$ cat src/rtl/muldiv_ctrl_pkg.sv
// Shared types and constants for the EX-stage mul/div sequencer.
package muldiv_ctrl_pkg;

  localparam int unsigned TIMEOUT_DEF = 64;
  localparam int unsigned DW          = 32;

  typedef enum logic [2:0] {
    ST_IDLE     = 3'd0,
    ST_MUL_WAIT = 3'd1,
    ST_DIV_WAIT = 3'd2,
    ST_DRAIN    = 3'd3,
    ST_DONE     = 3'd4
  } muldiv_state_t;

  typedef enum logic [1:0] {
    MODE_MULT = 2'b00,
    MODE_MADD = 2'b01,
    MODE_MSUB = 2'b10,
    MODE_MUL  = 2'b11
  } mul_mode_t;

  // HI/LO result pair as returned by either arithmetic unit.
  typedef struct packed {
    logic [DW-1:0] hi;
    logic [DW-1:0] lo;
  } hilo_t;

endpackage

$ cat src/rtl/muldiv_ctrl.sv
// Sequencer for the multi-cycle multiplier/divider: start pulse, pipeline
// hold while the unit works, HI/LO capture, and safe drain on flush.
module muldiv_ctrl
  import muldiv_ctrl_pkg::*;
#(
  parameter int unsigned TIMEOUT = TIMEOUT_DEF,
  parameter int unsigned CW      = $clog2(TIMEOUT + 1)
) (
  input  logic          clk,
  input  logic          rst,
  input  logic          req_mul,
  input  logic          req_div,
  input  logic          req_sign,
  input  logic [1:0]    req_mode,
  input  logic          flush,
  input  logic          stall_in,
  output logic          mul_start,
  output logic          div_start,
  output logic          op_sign,
  output logic [1:0]    op_mode,
  input  logic          mul_done,
  input  logic          div_done,
  input  logic [DW-1:0] mul_hi,
  input  logic [DW-1:0] mul_lo,
  input  logic [DW-1:0] div_hi,
  input  logic [DW-1:0] div_lo,
  output logic          busy,
  output logic          res_valid,
  output logic          res_is_div,
  output logic [DW-1:0] hi_out,
  output logic [DW-1:0] lo_out,
  output logic          err
);

  muldiv_state_t r_state;
  muldiv_state_t w_state_nxt;
  logic [CW-1:0] r_cnt;
  logic [CW-1:0] w_cnt_nxt;
  logic          r_mul_start;
  logic          r_div_start;
  logic          r_op_sign;
  logic [1:0]    r_op_mode;
  logic          r_op_div;
  logic          r_res_is_div;
  hilo_t         r_res;
  hilo_t         w_res_sel;
  logic          w_accept;
  logic          w_accept_div;
  logic          w_latch;
  logic          w_busy;
  logic          w_err;
  logic          w_unit_done;
  logic          w_timeout;

  // Next-state, hold request and error decode.
  always_comb begin
    w_state_nxt  = r_state;
    w_cnt_nxt    = r_cnt;
    w_accept     = 1'b0;
    w_accept_div = 1'b0;
    w_latch      = 1'b0;
    w_busy       = 1'b0;
    w_err        = 1'b0;
    w_unit_done  = r_op_div ? div_done : mul_done;
    w_timeout    = (r_cnt == CW'(TIMEOUT));
    w_res_sel    = r_op_div ? {div_hi, div_lo} : {mul_hi, mul_lo};
    case (r_state)
      ST_IDLE: begin
        if ((req_mul || req_div) && !flush) begin
          w_busy       = 1'b1;
          w_accept     = 1'b1;
          w_accept_div = !req_mul;
          w_err        = req_mul && req_div;
          w_cnt_nxt    = '0;
          w_state_nxt  = req_mul ? ST_MUL_WAIT : ST_DIV_WAIT;
        end
      end
      ST_MUL_WAIT, ST_DIV_WAIT: begin
        w_busy    = 1'b1;
        w_cnt_nxt = r_cnt + CW'(1);
        if (w_unit_done) begin
          // A flush arriving with done discards the result outright.
          w_latch     = !flush;
          w_state_nxt = flush ? ST_IDLE : ST_DONE;
        end else if (w_timeout) begin
          w_err       = 1'b1;
          w_state_nxt = ST_IDLE;
        end else if (flush) begin
          w_state_nxt = ST_DRAIN;
        end
      end
      ST_DRAIN: begin
        w_busy    = 1'b1;
        w_cnt_nxt = r_cnt + CW'(1);
        if (w_unit_done) begin
          w_state_nxt = ST_IDLE;
        end else if (w_timeout) begin
          w_err       = 1'b1;
          w_state_nxt = ST_IDLE;
        end
      end
      ST_DONE: begin
        if (flush || !stall_in) begin
          w_state_nxt = ST_IDLE;
        end
      end
      default: begin
        w_state_nxt = ST_IDLE;
      end
    endcase
  end

  // State, wait counter, start pulses, operand attributes and result capture.
  always_ff @(posedge clk) begin
    if (!rst) begin
      r_state      <= ST_IDLE;
      r_cnt        <= '0;
      r_mul_start  <= 1'b0;
      r_div_start  <= 1'b0;
      r_op_sign    <= 1'b0;
      r_op_mode    <= 2'b00;
      r_op_div     <= 1'b0;
      r_res_is_div <= 1'b0;
      r_res        <= '0;
    end else begin
      r_state     <= w_state_nxt;
      r_cnt       <= w_cnt_nxt;
      r_mul_start <= w_accept && !w_accept_div;
      r_div_start <= w_accept && w_accept_div;
      if (w_accept) begin
        r_op_sign <= req_sign;
        r_op_mode <= req_mode;
        r_op_div  <= w_accept_div;
      end
      if (w_latch) begin
        r_res        <= w_res_sel;
        r_res_is_div <= r_op_div;
      end
    end
  end

  assign mul_start  = r_mul_start;
  assign div_start  = r_div_start;
  assign op_sign    = r_op_sign;
  assign op_mode    = r_op_mode;
  assign busy       = w_busy;
  assign err        = w_err;
  assign res_valid  = (r_state == ST_DONE);
  assign res_is_div = r_res_is_div;
  assign hi_out     = r_res.hi;
  assign lo_out     = r_res.lo;

endmodule

$ cat config.mk
export PLATFORM = sky130hd
export DESIGN_NAME = muldiv_ctrl
export DESIGN_NICKNAME = d
export VERILOG_FILES = /design/src/rtl/muldiv_ctrl_pkg.sv /design/src/rtl/muldiv_ctrl.sv
export SDC_FILE = /design/constraint.sdc
export NUM_CORES = 1
export LEC_CHECK = 0
export CORE_UTILIZATION = 39
export DETAILED_ROUTE_END_ITERATION = 6
export GPL_ROUTABILITY_DRIVEN = 0
export GPL_TIMING_DRIVEN = 0
export PLACE_DENSITY = 0.78
export SLEW_MARGIN = 10
export SYNTH_ARGS = -nofsm -noshare
export SYNTH_HDL_FRONTEND = slang
export SYNTH_SLANG_ARGS = --single-unit
$ cat constraint.sdc
create_clock -name clk -period 2.1 [get_ports clk]
set_input_delay 0.315 -clock clk [delete_from_list [all_inputs] [get_ports clk]]
set_output_delay 0.315 -clock clk [all_outputs]
set_load 0.1 [all_outputs]
Word level (Yosys, flattened, before mapping)
Index checks and enable logic that the tools add are counted.

Register bits: 81. Output and inout bits: 73.

Equal/unequal tests: 9. Mux-type cells: 25. Add/sub/neg operators: 1. Reductions and logical operators: 16.

Operators by type and width (count): $mux W64 (1); $mux W3 (8); $pmux W7 S2 (1); $pmux W3 S4 (1); $mux W1 (10); $add A7 B1 Y7 const B (1); $eq A7 B7 Y1 const B (1); $mux W7 (1); $eq A3 B2 Y1 const B (2); $logic_and A1 B1 Y1 (4); $logic_not A1 Y1 (4); $ne A4 B4 Y1 const B (1); $pmux W1 S2 (2); $reduce_and A4 Y1 (1); $eq A3 B1 Y1 const B (1); $eq A3 B3 Y1 const B (1); $logic_not A3 Y1 (1); $ne A3 B3 Y1 const B (1); $reduce_or A3 Y1 (1); $logic_or A1 B1 Y1 (2); $mux W2 (1); $ne A2 B1 Y1 const B (1); $ne A2 B2 Y1 const B (1); $reduce_and A2 Y1 (1); other kinds (2) (2).

Depth between registers and ports, before layout
Depth in word-level cells: 6. Gate-level depth with buffers: 7. Gate-level depth less buffers: 6.

Least setup slack after synthesis
Ideal clock, no wire load.

Path kind: register -> register. From: register r_state[0]. To: register r_state[0]. Data arrival time: 3.570 ns. Path slack: -1.588 ns. Setup time: 0.119 ns. Path buffers: 1. Stages on the path, launching flop included: 6. Path through: dfxtp_1 -> buf_4 -> nor3b_1 -> a32oi_2 -> o41a_2 -> o221a_1.

RTL lines: start: declaration (line muldiv_ctrl.sv:35) `muldiv_state_t r_state;`; start signal: assignment (line muldiv_ctrl.sv:126) `r_state <= w_state_nxt;`; $eq A3 B3 Y1 *; via res_valid (line muldiv_ctrl.sv:28) `output logic res_valid,`; $ne A2 B1 Y1 (no source line); $reduce_and A4 Y1 (no source line).

The timed path passes the listed nets; every way through them passes the cells marked *. A chain may end at the register's enable or synchronous reset.

Worst setup path after layout
From: register r_cnt[0]. To: output port err.

Longest elaborated chain between the ends: 4.

Ends and longest elaborated chain: start: declaration (line muldiv_ctrl.sv:37) `logic [CW-1:0] r_cnt;`; start signal: assignment (line muldiv_ctrl.sv:127) `r_cnt <= w_cnt_nxt;`; $eq A7 B7 Y1 (line muldiv_ctrl.sv:65) `w_timeout = (r_cnt == CW'(TIMEOUT));`; $mux W1 (line muldiv_ctrl.sv:85, muldiv_ctrl.sv:97); $mux W1 (line muldiv_ctrl.sv:95) `if (w_unit_done) begin`; $pmux W1 S2 (line muldiv_ctrl.sv:67) `case (r_state)`; end: declaration (line muldiv_ctrl.sv:32) `output logic err`.

No other way between the ends.

==> qor.yml <==
status:
  status: "finished, violations left"
  violations: "setup timing"
sta:
  fin_crit_ns: 2.230
  tightest_slew_ns: 1.036
  timing.final.crit_share: 1.062
  setup_viol: 1
  fin_skew_ns: 0.009817
  fmax_mhz: 448.3
  setup_ws_ns: -0.1304
  tns_ns: -0.1304
  rsz0062_at_grt: "true"
  finalHoldViolCount: 0
  relSlewSlack: 0.3123
  slew_violations: 0
clocking:
  cts_buffers: 9
  tritoncts: "yes"
  h-tree-depth: 3
  clockRootBuffer: "clkbuf_8"
  clock_latency_ns: 0.36
  clkTransAtPathRegs_ns: 0.08
  clock-sinks: 81
  postCtsHoldBufs: 0
  cts_buffer_depth: 2
pwr:
  intPower_w: 0.003879
  ir_drop_mv: 0.7053
  comb_power_share: 0.589
  switchingPower_w: 0.004349
  total_power_w: 0.008228
  switching_share: 0.5286
  p_clk_frac: 0.157
  power_leakage_nw: 3.375
  powerDensity_mw_per_mm2: 1296
  p_seq_frac: 0.254
synth:
  async_flop_share: 0
  synth_cell_types: 46
  synth_edf_count: 0
  syn_avg_cell_area_um2: 10.19
  synth_seq_cells: 81
  synth_fp_nets: 519
  synth_area_mm2: 0.003854
  yosys_warnings: 0
  synthCells: 378
  synth_flop_cell: "dfxtp_1"
  yosysSeqAreaShare: 0.4208
worst_setup_path:
  reg2reg_depth: 7
  path_class: "flop to primary output"
  crit_required_ns: 1.78
  worst_setup_path_end_kind: "primary output"
  cp_max_fo: 2
  r2r_start: "r_state[1]$_SDFFE_PN0P_"
  cp-startpoint: "r_cnt[0]$_SDFFE_PN0P_"
  setup.worst_path.start_class: "flop"
  cp.arrival_ns: 1.92
  regToRegEndpoint: "hi_out[20]$_SDFFE_PN0P_"
  reg2reg_slack_ns: 0.32
min_path:
  min_path_type: "flop to flop"
  hold_path_depth: 2
  hold_path.startpoint: "res_is_div$_SDFFE_PN0P_"
  holdPathEnd: "res_is_div$_SDFFE_PN0P_"
drt:
  vias: 3740
  drc: 0
  viasPerCell: 5.068
  dr.pass1.iters: 4
  first_iter_violations: 70
  postRouteAntennaNets: 0
  finalWirelength_um: 11920
  avgRoutedWirePerCell_um: 16.15
grt:
  grt_usage: 0.2332
  antenna_found_initial: 0
  grt_max_degree: 16
  grt_pass1_vias: 3734
  grt_pass1_wl_um: 18470
  globalRouteOverflowTotal: 0
cells_and_area:
  final_net_count: 745
  fin_area_mm2: 0.006347
  fin_util: 0.6742
  seqCellArea_mm2: 0.001627
  syn2layout_area_growth_pct: 64.71
  fillers: 813
  antenna_cells: 0
  multi_input_area_mm2: 0.002073
  drive_gt1_frac: 0.1100
die:
  die_w_um: 101.4
  die_area_mm2: 0.01028
  rows: 35
  ios: 212
  fp.dieH_um: 101.4
  initial_core_util: 0.4093
  core_area_mm2: 0.009415
placed_design:
  hpwl_um: 9254
  dp_slack_ns: -0.8313
  portBuffers: 210
  place_area_mm2: 0.006130
run:
  maxCapViolCount: 0
-- layout make-up --
class,count,area share
Clock inverter,7,0.01597
Sequential cell,81,0.2563
Timing Repair Buffer,215,0.3253
Multi-Input combinational cell,259,0.3266
Clock buffer,9,0.01952
Buffer,34,0.02819
Tap cell,129,0.02543
Inverter,4,0.002760
-- registers in the layout (all words and copies together) (netlist names) --
register / count
r_op_div: 1
r_cnt: 7
op_mode: 2
div_start: 1
op_sign: 1
lo_out: 32
hi_out: 32
mul_start: 1
res_is_div: 1
r_state: 3
-- layer usage --
| layer | vias up | wire length (um) | part of all wire | GRT usage |
|---|---|---|---|---|
| met5 | - | 0 | 0 | 0 |
| met4 | 0 | 297 | 0.025 | 0.09699 |
| met3 | 24 | 749 | 0.063 | 0.05590 |
| met2 | 122 | 6154 | 0.52 | 0.4265 |
| met1 | 1761 | 4720 | 0.40 | 0.2581 |
| li1 | 1833 | - | - | - |
-- power by group through the flow --
stage                     clock, W  sequential (W)  combinational, W
after detailed placement         0         0.00213           0.00497
after global placement           0         0.00211           0.00492
after CTS                  0.00132         0.00209           0.00482
after floorplan                  0         0.00443           0.00139
after global routing       0.00138         0.00213           0.00505
final                      0.00129         0.00209           0.00484
-- Yosys cell counts, types with 3 or more instances --
cell | n | area share
nor2_1 | 4 | 0.0039
inv_1 | 4 | 0.0039
dfxtp_1 | 81 | 0.42
o211a_1 | 64 | 0.17
buf_4 | 4 | 0.0078
nor2b_1 | 3 | 0.0049
and2_1 | 3 | 0.0049
nor3_1 | 4 | 0.0052
and3_1 | 4 | 0.0065
mux2i_1 | 68 | 0.18
o21a_1 | 3 | 0.0058
clkbuf_1 | 9 | 0.0088
nand2_1 | 69 | 0.067
buf_2 | 19 | 0.025
-- through the flow --
stage	cells	hold slack, ns
2_1_floorplan	378	0.3908
3_3_place_gp	717	0.4599
3_5_place_dp	717	0.4692
4_1_cts	737	0.4787
5_1_grt	738	0.4947
6_report	738	0.4754
-- what timing repair did --
item                                    in CTS  in global routing
resized for setup                           96                  3
setup buffers                                4                  1
gates cloned                                 0                  0
pin swaps                                    3                  3
endpoints found under the setup margin      73                  2
-- worst max-delay path, cell delays in order (launching register included) --
cell     delay, ns
dfxtp_4       0.36
inv_4         0.06
ha_4          0.11
or4b_4        0.46
nor3b_4       0.21
a32o_2        0.19
buf_12        0.18
-- kinds of logic after synthesis --
family,synth area share
buffers and inverters,0.05032
AOI/OAI and AO/OA,0.2221
muxes,0.1805
adders and majority gates,0.006492
DFF,0.4208
xor gates and xnor gates,0.004546
and+or+nand+nor,0.1153
-- worst max path at each step --
stage | endpoint | cells after the start
finish | err | 6
global route | err | 6
CTS | err | 6
detailed placement | busy | 4
global placement | busy | 4
floorplan | r_state[0]$_SDFFE_PN0P_ | 5
-- cell usage in the layout, fill, tap and decap left out, types with 3 or more instances in the layout --
cell,n
dfxtp_1,79
clkbuf_1,9
o21a_1,3
buf_2,19
and3_1,4
nor2b_1,3
and2_1,3
clkdlybuf4s50_1,137
buf_4,9
nand2_1,69
o211a_1,64
mux2i_1,68
nor2_1,4
clkbuf_8,9
dlygate4sd2_1,70
nor3_1,4
(Power assumes the default switching activity.)
